==> config.mk <==
export PLATFORM = sky130hd
export DESIGN_NAME = blink_counter_flat
export DESIGN_NICKNAME = d
export VERILOG_FILES = /design/src/rtl/blink_counter_if.sv /design/src/rtl/blink_counter.sv /design/src/flat_wrapper.sv
export SDC_FILE = /design/constraint.sdc
export NUM_CORES = 1
export LEC_CHECK = 0
export ABC_AREA = 1
export CAP_MARGIN = 25
export CORE_MARGIN = 3
export CORE_UTILIZATION = 45
export CTS_CLUSTER_DIAMETER = 200
export DETAILED_ROUTE_END_ITERATION = 10
export HOLD_SLACK_MARGIN = 0.05
export PLACE_DENSITY = 0.71
export SYNTH_ARGS = -nofsm -noshare
export SYNTH_HDL_FRONTEND = slang
export SYNTH_SLANG_ARGS = --single-unit
==> constraint.sdc <==
create_clock -name clk -period 3.7 [get_ports clk]
set_input_delay 0.37 -clock clk [delete_from_list [all_inputs] [get_ports clk]]
set_output_delay 0.37 -clock clk [all_outputs]
set_load 0.02 [all_outputs]
==> src/rtl/blink_counter_if.sv <==
// Command port of the blink_counter timebase: a valid/ready transfer of opcode plus load data.
interface blink_counter_if;
  logic        cmd_valid;
  logic        cmd_ready;
  logic [1:0]  cmd_op;
  logic [15:0] cmd_data;

  modport master (
    output cmd_valid,
    output cmd_op,
    output cmd_data,
    input  cmd_ready
  );

  modport slave (
    input  cmd_valid,
    input  cmd_op,
    input  cmd_data,
    output cmd_ready
  );
endinterface

==> src/rtl/blink_counter.sv <==
// Prescaled 16-bit timebase with START/STOP/LOAD/CLEAR command port and tick/wrap pulses.
// Optional down counting is enabled by defining BLINK_COUNTER_DIR_EN.
module blink_counter #(
  parameter int PRESCALE_W = 8
) (
  input  logic                  clk,
  input  logic                  rst_n,
  blink_counter_if.slave        cmd,
  input  logic [PRESCALE_W-1:0] prescale,
`ifdef BLINK_COUNTER_DIR_EN
  input  logic                  dir_down,
`endif
  output logic [15:0]           current_count,
  output logic                  tick,
  output logic                  wrap,
  output logic                  running
);

  typedef enum logic [1:0] {
    IDLE      = 2'd0,
    RUN       = 2'd1,
    LOAD_WAIT = 2'd2
  } state_t;

  localparam logic [1:0] OP_START = 2'b00;
  localparam logic [1:0] OP_STOP  = 2'b01;
  localparam logic [1:0] OP_LOAD  = 2'b10;
  localparam logic [1:0] OP_CLEAR = 2'b11;

  localparam logic [PRESCALE_W-1:0] PRE_ZERO = {PRESCALE_W{1'b0}};
  localparam logic [PRESCALE_W-1:0] PRE_ONE  = {{(PRESCALE_W-1){1'b0}}, 1'b1};

  state_t                  state;
  state_t                  state_nxt;
  logic [15:0]             count;
  logic [15:0]             count_nxt;
  logic [PRESCALE_W-1:0]   pre_cnt;
  logic [PRESCALE_W-1:0]   pre_nxt;
  logic [PRESCALE_W-1:0]   pre_max;
  logic [PRESCALE_W-1:0]   max_nxt;
  logic [15:0]             pend;
  logic [15:0]             pend_nxt;
  logic                    accept;
  logic                    down;
  logic [15:0]             step_val;
  logic                    wrap_hit;

`ifdef BLINK_COUNTER_DIR_EN
  assign down = dir_down;
`else
  assign down = 1'b0;
`endif

  assign accept        = cmd.cmd_valid && cmd.cmd_ready;
  assign step_val      = down ? (count - 16'd1) : (count + 16'd1);
  assign wrap_hit      = down ? (count == 16'h0000) : (count == 16'hFFFF);
  assign current_count = count;

  // State register
  always_ff @(posedge clk or negedge rst_n) begin
    if (!rst_n) begin
      state <= IDLE;
    end else begin
      state <= state_nxt;
    end
  end

  // Next-state logic: an accepted command overrides the pending-load completion
  always_comb begin
    state_nxt = state;
    if (accept) begin
      case (cmd.cmd_op)
        OP_START: state_nxt = RUN;
        OP_STOP:  state_nxt = IDLE;
        OP_LOAD:  state_nxt = (state == IDLE) ? IDLE : LOAD_WAIT;
        OP_CLEAR: state_nxt = state;
        default:  state_nxt = state;
      endcase
    end else if (tick && (state == LOAD_WAIT)) begin
      state_nxt = RUN;
    end else begin
      state_nxt = state;
    end
  end

  // Output decode from registered state
  always_comb begin
    tick          = (state != IDLE) && (pre_cnt == pre_max);
    wrap          = tick && (state == RUN) && wrap_hit;
    running       = (state == RUN) || (state == LOAD_WAIT);
    cmd.cmd_ready = (state != LOAD_WAIT);
  end

  // Datapath next values; a command on a tick edge replaces that edge's step
  always_comb begin
    count_nxt = count;
    pre_nxt   = pre_cnt;
    max_nxt   = pre_max;
    pend_nxt  = pend;
    if (accept) begin
      case (cmd.cmd_op)
        OP_START: begin
          max_nxt = prescale;
          pre_nxt = PRE_ZERO;
        end
        OP_STOP: begin
          pre_nxt = PRE_ZERO;
        end
        OP_LOAD: begin
          if (state == IDLE) begin
            count_nxt = cmd.cmd_data;
          end else begin
            // Deferred load keeps the prescaler phase running
            pend_nxt = cmd.cmd_data;
            pre_nxt  = tick ? PRE_ZERO : (pre_cnt + PRE_ONE);
          end
        end
        OP_CLEAR: begin
          count_nxt = 16'h0000;
          pre_nxt   = PRE_ZERO;
        end
        default: begin
          count_nxt = count;
        end
      endcase
    end else if (state != IDLE) begin
      if (tick) begin
        pre_nxt   = PRE_ZERO;
        count_nxt = (state == LOAD_WAIT) ? pend : step_val;
      end else begin
        pre_nxt = pre_cnt + PRE_ONE;
      end
    end else begin
      pre_nxt = PRE_ZERO;
    end
  end

  // Datapath registers
  always_ff @(posedge clk or negedge rst_n) begin
    if (!rst_n) begin
      count   <= 16'h0000;
      pre_cnt <= PRE_ZERO;
      pre_max <= PRE_ZERO;
      pend    <= 16'h0000;
    end else begin
      count   <= count_nxt;
      pre_cnt <= pre_nxt;
      pre_max <= max_nxt;
      pend    <= pend_nxt;
    end
  end

endmodule

==> src/flat_wrapper.sv <==
// flat-port wrapper written by rule: the top's interface ports become plain ports
module blink_counter_flat 
#(
  parameter int PRESCALE_W = 8
)
  (clk, rst_n, prescale, current_count, tick, wrap, running, cmd_cmd_valid, cmd_cmd_op, cmd_cmd_data, cmd_cmd_ready);
  blink_counter_if cmd_i ();
  input  logic clk;
  input  logic rst_n;
  input  logic [PRESCALE_W-1:0] prescale;
  output logic [15:0] current_count;
  output logic tick;
  output logic wrap;
  output logic running;
  input wire logic [$bits(cmd_i.cmd_valid)-1:0] cmd_cmd_valid;
  input wire logic [$bits(cmd_i.cmd_op)-1:0] cmd_cmd_op;
  input wire logic [$bits(cmd_i.cmd_data)-1:0] cmd_cmd_data;
  output wire logic [$bits(cmd_i.cmd_ready)-1:0] cmd_cmd_ready;
  assign cmd_i.cmd_valid = cmd_cmd_valid;
  assign cmd_i.cmd_op = cmd_cmd_op;
  assign cmd_i.cmd_data = cmd_cmd_data;
  assign cmd_cmd_ready = cmd_i.cmd_ready;
  blink_counter #(.PRESCALE_W(PRESCALE_W)) u_core (.clk(clk), .rst_n(rst_n), .cmd(cmd_i), .prescale(prescale), .current_count(current_count), .tick(tick), .wrap(wrap), .running(running));
endmodule
Word-level counts from Yosys, hierarchy flattened

Index checks and enable logic that the tools add are counted.

Register bits after elaboration: 50
Latch bits: 0
RAM bits: 0
Memory bits (read-only): 0
Input bits: 29
Output and inout bits: 20
Logic and storage cells: 52
Memories: 0

Add/sub/neg operators: 2
$mul: 0
Divide/modulo/power cells: 0
Order comparisons: 0
Equal/unequal tests: 12
Shifts and indexed selects: 0
Mux-type cells: 15
Bitwise logic cells: 1
Reduce and logical (&&, ||, !) cells: 17

Operators by type and width:

| kind                                          | count |
|---|---|
| 2-to-1 mux 16 bit                             | 5 |
| 2-to-1 mux 8 bit                              | 4 |
| case mux 16 bit (2 select lines)              | 1 |
| adder 16 x 1 -> 16 bit, second input constant | 1 |
| == test 16 bit, second input constant         | 1 |
| case mux 8 bit (2 select lines)               | 1 |
| inequality test 3 bit, second input constant  | 3 |
| adder 8 x 1 -> 8 bit, second input constant   | 1 |
| == test 8 bit                                 | 1 |
| nonzero test 2 bit                            | 4 |
| == test 2 bit, second input constant          | 3 |
| 2-to-1 mux 2 bit                              | 3 |
| case mux 2 bit (3 select lines)               | 1 |
| logical AND 1 bit                             | 5 |
| == test 2 x 1 -> 1 bit, second input constant | 2 |
| logical NOT 2 bit                             | 2 |
| inequality test 2 bit, second input constant  | 2 |
| AND reduction 2 bit                           | 2 |
| AND reduction 4 bit                           | 1 |
| AND reduction 3 bit                           | 1 |
| OR reduction 3 bit                            | 1 |
| logical OR 1 bit                              | 1 |
| NOT 1 bit                                     | 1 |

Depth between registers and ports, before layout

Depth after elaboration: 6
Mapped depth: 13

Worst setup path after synthesis

OpenSTA, ideal clock, no wires.

Kind: register to output
From: register u_core.count[0] (netlist: u_core.current_count[0])
To: output port wrap
Arrival time: 1.813 ns
Required time: 3.330 ns
Path slack: 1.517 ns
Stages on the path, launching flop included: 6
Path through: dfrtp_1 > ha_1 > nand3_1 > inv_1 > nand3_1 > nor4_1

Cells in the longest elaborated chain, start to end: 2

RTL lines:

| what                   | line                 | RTL |
|---|---|---|
| from (decl)            | blink_counter.sv:35  | `logic [15:0] count;` |
| from (signal assigned) | blink_counter.sv:146 | `count <= count_nxt;` |
| == test 16 bit         | blink_counter.sv:56  | `assign wrap_hit = down ? (count == 16'h0000) : (count == 16'hFFFF);` |
| logical AND 1 bit      | blink_counter.sv:89  | `wrap = tick && (state == RUN) && wrap_hit;` |
| to (decl)              | flat_wrapper.sv:13   | `output logic wrap;` |

Every way passes these cells.

Final worst setup path

From: register u_core.state[0]
To: output port wrap

Cells in the longest elaborated chain, start to end: 4
Elaborated cells on any way between the ends: 5
Classes of those cells: eq/ne: 1; reduce/logical: 4

RTL lines:

| what                               | line                | RTL |
|---|---|---|
| from (decl)                        | blink_counter.sv:33 | `state_t state;` |
| from (signal assigned)             | blink_counter.sv:64 | `state <= state_nxt;` |
| nonzero test 2 bit                 | blink_counter.sv:88 | `tick = (state != IDLE) && (pre_cnt == pre_max);` |
| logical AND 1 bit                  | blink_counter.sv:88 |  |
| logical AND 1 bit (*) (2 in a row) | blink_counter.sv:89 |  |

Every way passes the cells marked *; elsewhere a longest branch is shown, timed or not.

==> flow_metrics.py <==
metrics = {
    "yosys": {
        "synth_fa_ha_area_share_pct": 3.43,
        "synth.ff_latch_count": 50,
        "synth_top_cell_by_area": "dfrtp_1",
        "synth-async-reset-ratio_pct": 100,
        "synth-edff-count": 0,
        "yosys_warnings": 0,
        "synth_common_cells": "nand2_1 (104), dfrtp_1 (50), nand3_1 (31), inv_1 (30), nor2_1 (24)",
        "synth_ff_type": "dfrtp_1",
        "yosysMostFrequentCell": "nand2_1",
        "synthMuxAreaShare_pct": 6.56,
        "synth-xor-area-share_pct": 4.20,
        "synthCells": 353,
        "synth_top_family_by_area": "simple AND/OR/NAND/NOR gates",
        "synth_area_sq_um": 2920,
        "synth_cell_type_count": 34,
        "avgSynthCellArea_sq_um": 8.27,
        "synth_fp_nets": 390,
        "yosys.area_share.simple_pct": 26.1,
        "netlist_top_cells_area": "dfrtp_1 (43%), nand2_1 (13%), mux2_2 (6.6%)",
        "ys_seq_area_share_pct": 42.9,
        "synth_top_area_share_pct": 42.9,
        "synth_compound_gate_area_share_pct": 10.0,
    },
    "sta": {
        "post-route-period-util_pct": 77.6,
        "setup_viol": 0,
        "worst_pin_slew_ps": 437,
        "rsz0062_at_grt": "false",
        "fmax_mhz": 348,
        "finClkSkew_ps": 7.45,
        "worst_slack_ps": 830,
        "relSlewSlack_pct": 70.9,
        "period_minus_slack_ps": 2870,
        "fin_setup_tns_ps": 0,
        "hold_viol_final": 0,
        "final_max_slew_viol_count": 0,
    },
    "global_route": {
        "antenna_found_initial": 0,
        "track_usage_pct": 18.9,
        "globalRouteOverflowTotal": 0,
        "grt_max_degree": 35,
        "grt_pass1_wl_mm": 11.2,
        "first_global_vias": 2437,
    },
    "die": {
        "die-area_sq_um": 7490,
        "core_area_sq_um": 6100,
        "io-pin-count": 49,
        "die_w_um": 86.5,
        "rows": 28,
        "start_util_pct": 47.9,
        "fp.dieH_um": 86.5,
    },
    "critical_path": {
        "worst-path-stages": 8,
        "cp.arrival_ps": 2500,
        "r2r-start": "u_core.state[0]$_DFFE_PN0P_",
        "critPathLaunch": "u_core.state[0]$_DFFE_PN0P_",
        "crit_end": "wrap",
        "worstPathCellList": "inv_1, ha_1, a21oi_1, nand2_1, nor2_1, nand3_2, nor4_1, clkdlybuf4s50_1",
        "critical_path_class": "flop to output pin",
        "critPathCaptureType": "output pin",
        "cp_max_fo": 7,
        "critPathTopFamily": "buffers and inverters",
        "rr_worst_depth": 11,
        "rrSetupSlack_ps": 1710,
        "max_stage_delay_ps": 670,
        "cp_num_buf_inv": 2,
        "critPathLaunchType": "flop",
        "r2r-end": "u_core.current_count[15]$_DFFE_PN0P_",
        "required_ps": 3330,
        "critPathSlowestCell": "clkdlybuf4s50_1",
    },
    "place": {
        "routabilityCongestion": 0.883,
        "post-dp-hpwl_mm": 4.97,
        "port_buffers": 48,
        "placed_cells": 470,
        "pre_cts_slack_ps": 1180,
    },
    "clocking": {
        "htree_levels": 2,
        "cts_buffers": 5,
        "clk_pin_slew_ps": 90,
        "cts_buffer_depth": 2,
        "cts_tree": "built",
        "cts_setup_buffers": 0,
        "cts_root_buffer": "clkbuf_8",
        "clock_latency_ps": 310,
        "clock_sinks": 50,
        "cts_resized": 0,
    },
    "final_layout": {
        "nets": 440,
        "fillCellCount": 572,
        "seq_area_sq_um": 1250,
        "multiInputGateArea_sq_um": 1470,
        "insertedDiodeCount": 0,
        "final_layout_size_suffix_gt1_share_pct": 10.4,
        "area_growth_syn_to_layout_pct": 21.9,
        "fin_cells": 479,
    },
    "flow_run": {
        "cap_viol_max_count": 0,
    },
    "power_and_ir_drop": {
        "p_leak_nw": 1.66,
        "ir_drop_uv": 225,
        "p_per_area_nw_per_um2": 445,
    },
    "worst_hold_path": {
        "hold_class": "flop to flop",
        "hold_depth": 2,
    },
    "drt": {
        "postRouteAntennaNets": 0,
        "drc_errors": 0,
        "totalWireLength_mm": 6.59,
        "first_pass_iters": 4,
        "post_drt_wl_per_cell_um": 13.7,
        "drtIter0Drc": 152,
        "vias_per_cell": 5.16,
        "route.vias.total": 2471,
    },
    "run_status": {
        "status": "finished, final reports clean",
    },
}
==> per-layer routing <==
metal | GRT usage [%] | share of wire [%]
met5 | 0 | 0
met4 | 8.07 | 2.2
met3 | 3.90 | 5.9
met2 | 29.4 | 45
met1 | 25.4 | 47
==> kinds of logic after synthesis <==
kind of cell             Yosys count
AO/OA/AOI/OAI                     46
XOR/XNOR                          14
adder cells (fa/ha/maj)            8
buffers and inverters             44
flip-flops                        50
multiplexers                      17
AND/OR/NAND/NOR                  174
==> report_power, final <==
group,internal [mW],leakage (nW),switching (mW)
sequential,0.659,0.623,0.102
clock,0.202,0.0524,0.176
combinational,0.220,0.982,0.227
total,1.08,1.66,0.505
==> worst min path at each step <==
stage	start	to
final	u_core.pend[0]$_DFFE_PN0P_	u_core.pend[0]$_DFFE_PN0P_
after global routing	u_core.pend[1]$_DFFE_PN0P_	u_core.pend[1]$_DFFE_PN0P_
after global placement	rst_n	u_core.pend[6]$_DFFE_PN0P_
after floorplan	rst_n	u_core.current_count[0]$_DFFE_PN0P_
after detailed placement	rst_n	u_core.pend[5]$_DFFE_PN0P_
after CTS	u_core.pend[1]$_DFFE_PN0P_	u_core.pend[1]$_DFFE_PN0P_
==> cell usage in the layout (no fill, tap or decap), types with 8 or more instances in the layout <==
cell / synthesis / routed
nand2_1: 104 / 104
dfrtp_1: 50 / 50
clkdlybuf4s50_1: 0 / 47
nand3_1: 31 / 31
inv_1: 30 / 30
nor2_1: 24 / 24
mux2_2: 17 / 17
o21ai_0: 14 / 14
a22oi_1: 13 / 13
xor2_1: 10 / 10
a21oi_1: 9 / 9
ha_1: 8 / 8
==> worst reg2reg max path, delay by kind of cell, from the launching register on <==
family	cells	cell delay (ps)
and+or+nand+nor	5	690
buffers and inverters	4	440
DFF	1	410
adders and majority gates	1	240
AOI/OAI and AO/OA	1	110
==> through the flow <==
stage	hold WS [ps]	cell area, sq um	power (mW)	utilization, %
2_1_floorplan	74.4	2920	1.03	-
3_3_place_gp	315	3440	1.21	56.5
3_5_place_dp	314	3440	1.22	56.5
6_report	502	3560	1.59	58.4
5_1_grt	515	3560	1.69	58.4
4_1_cts	504	3560	1.60	58.4
==> flip-flops by register name (all words and copies together), names as in the netlist <==
| signal | flops |
|---|---|
| u_core.pre_max | 8 |
| u_core.state | 2 |
| u_core.pend | 16 |
| u_core.pre_cnt | 8 |
| u_core.current_count | 16 |
==> cell type report <==
| class | instances | share of cell area (%) |
|---|---|---|
| Tap cell | 75 | 2.64 |
| Clock inverter | 1 | 0.844 |
| Sequential cell | 50 | 35.1 |
| Clock buffer | 7 | 2.14 |
| Timing Repair Buffer | 51 | 14.1 |
| Inverter | 36 | 3.94 |
| Multi-Input combinational cell | 259 | 41.2 |
==> what timing repair did <==
item                                   4_1_cts  5_1_grt
setup endpoints to repair                    0        0
hold buffers                                 1        0
endpoints found under the hold margin       16        0
Note: power is estimated with default switching activity, not from simulation.
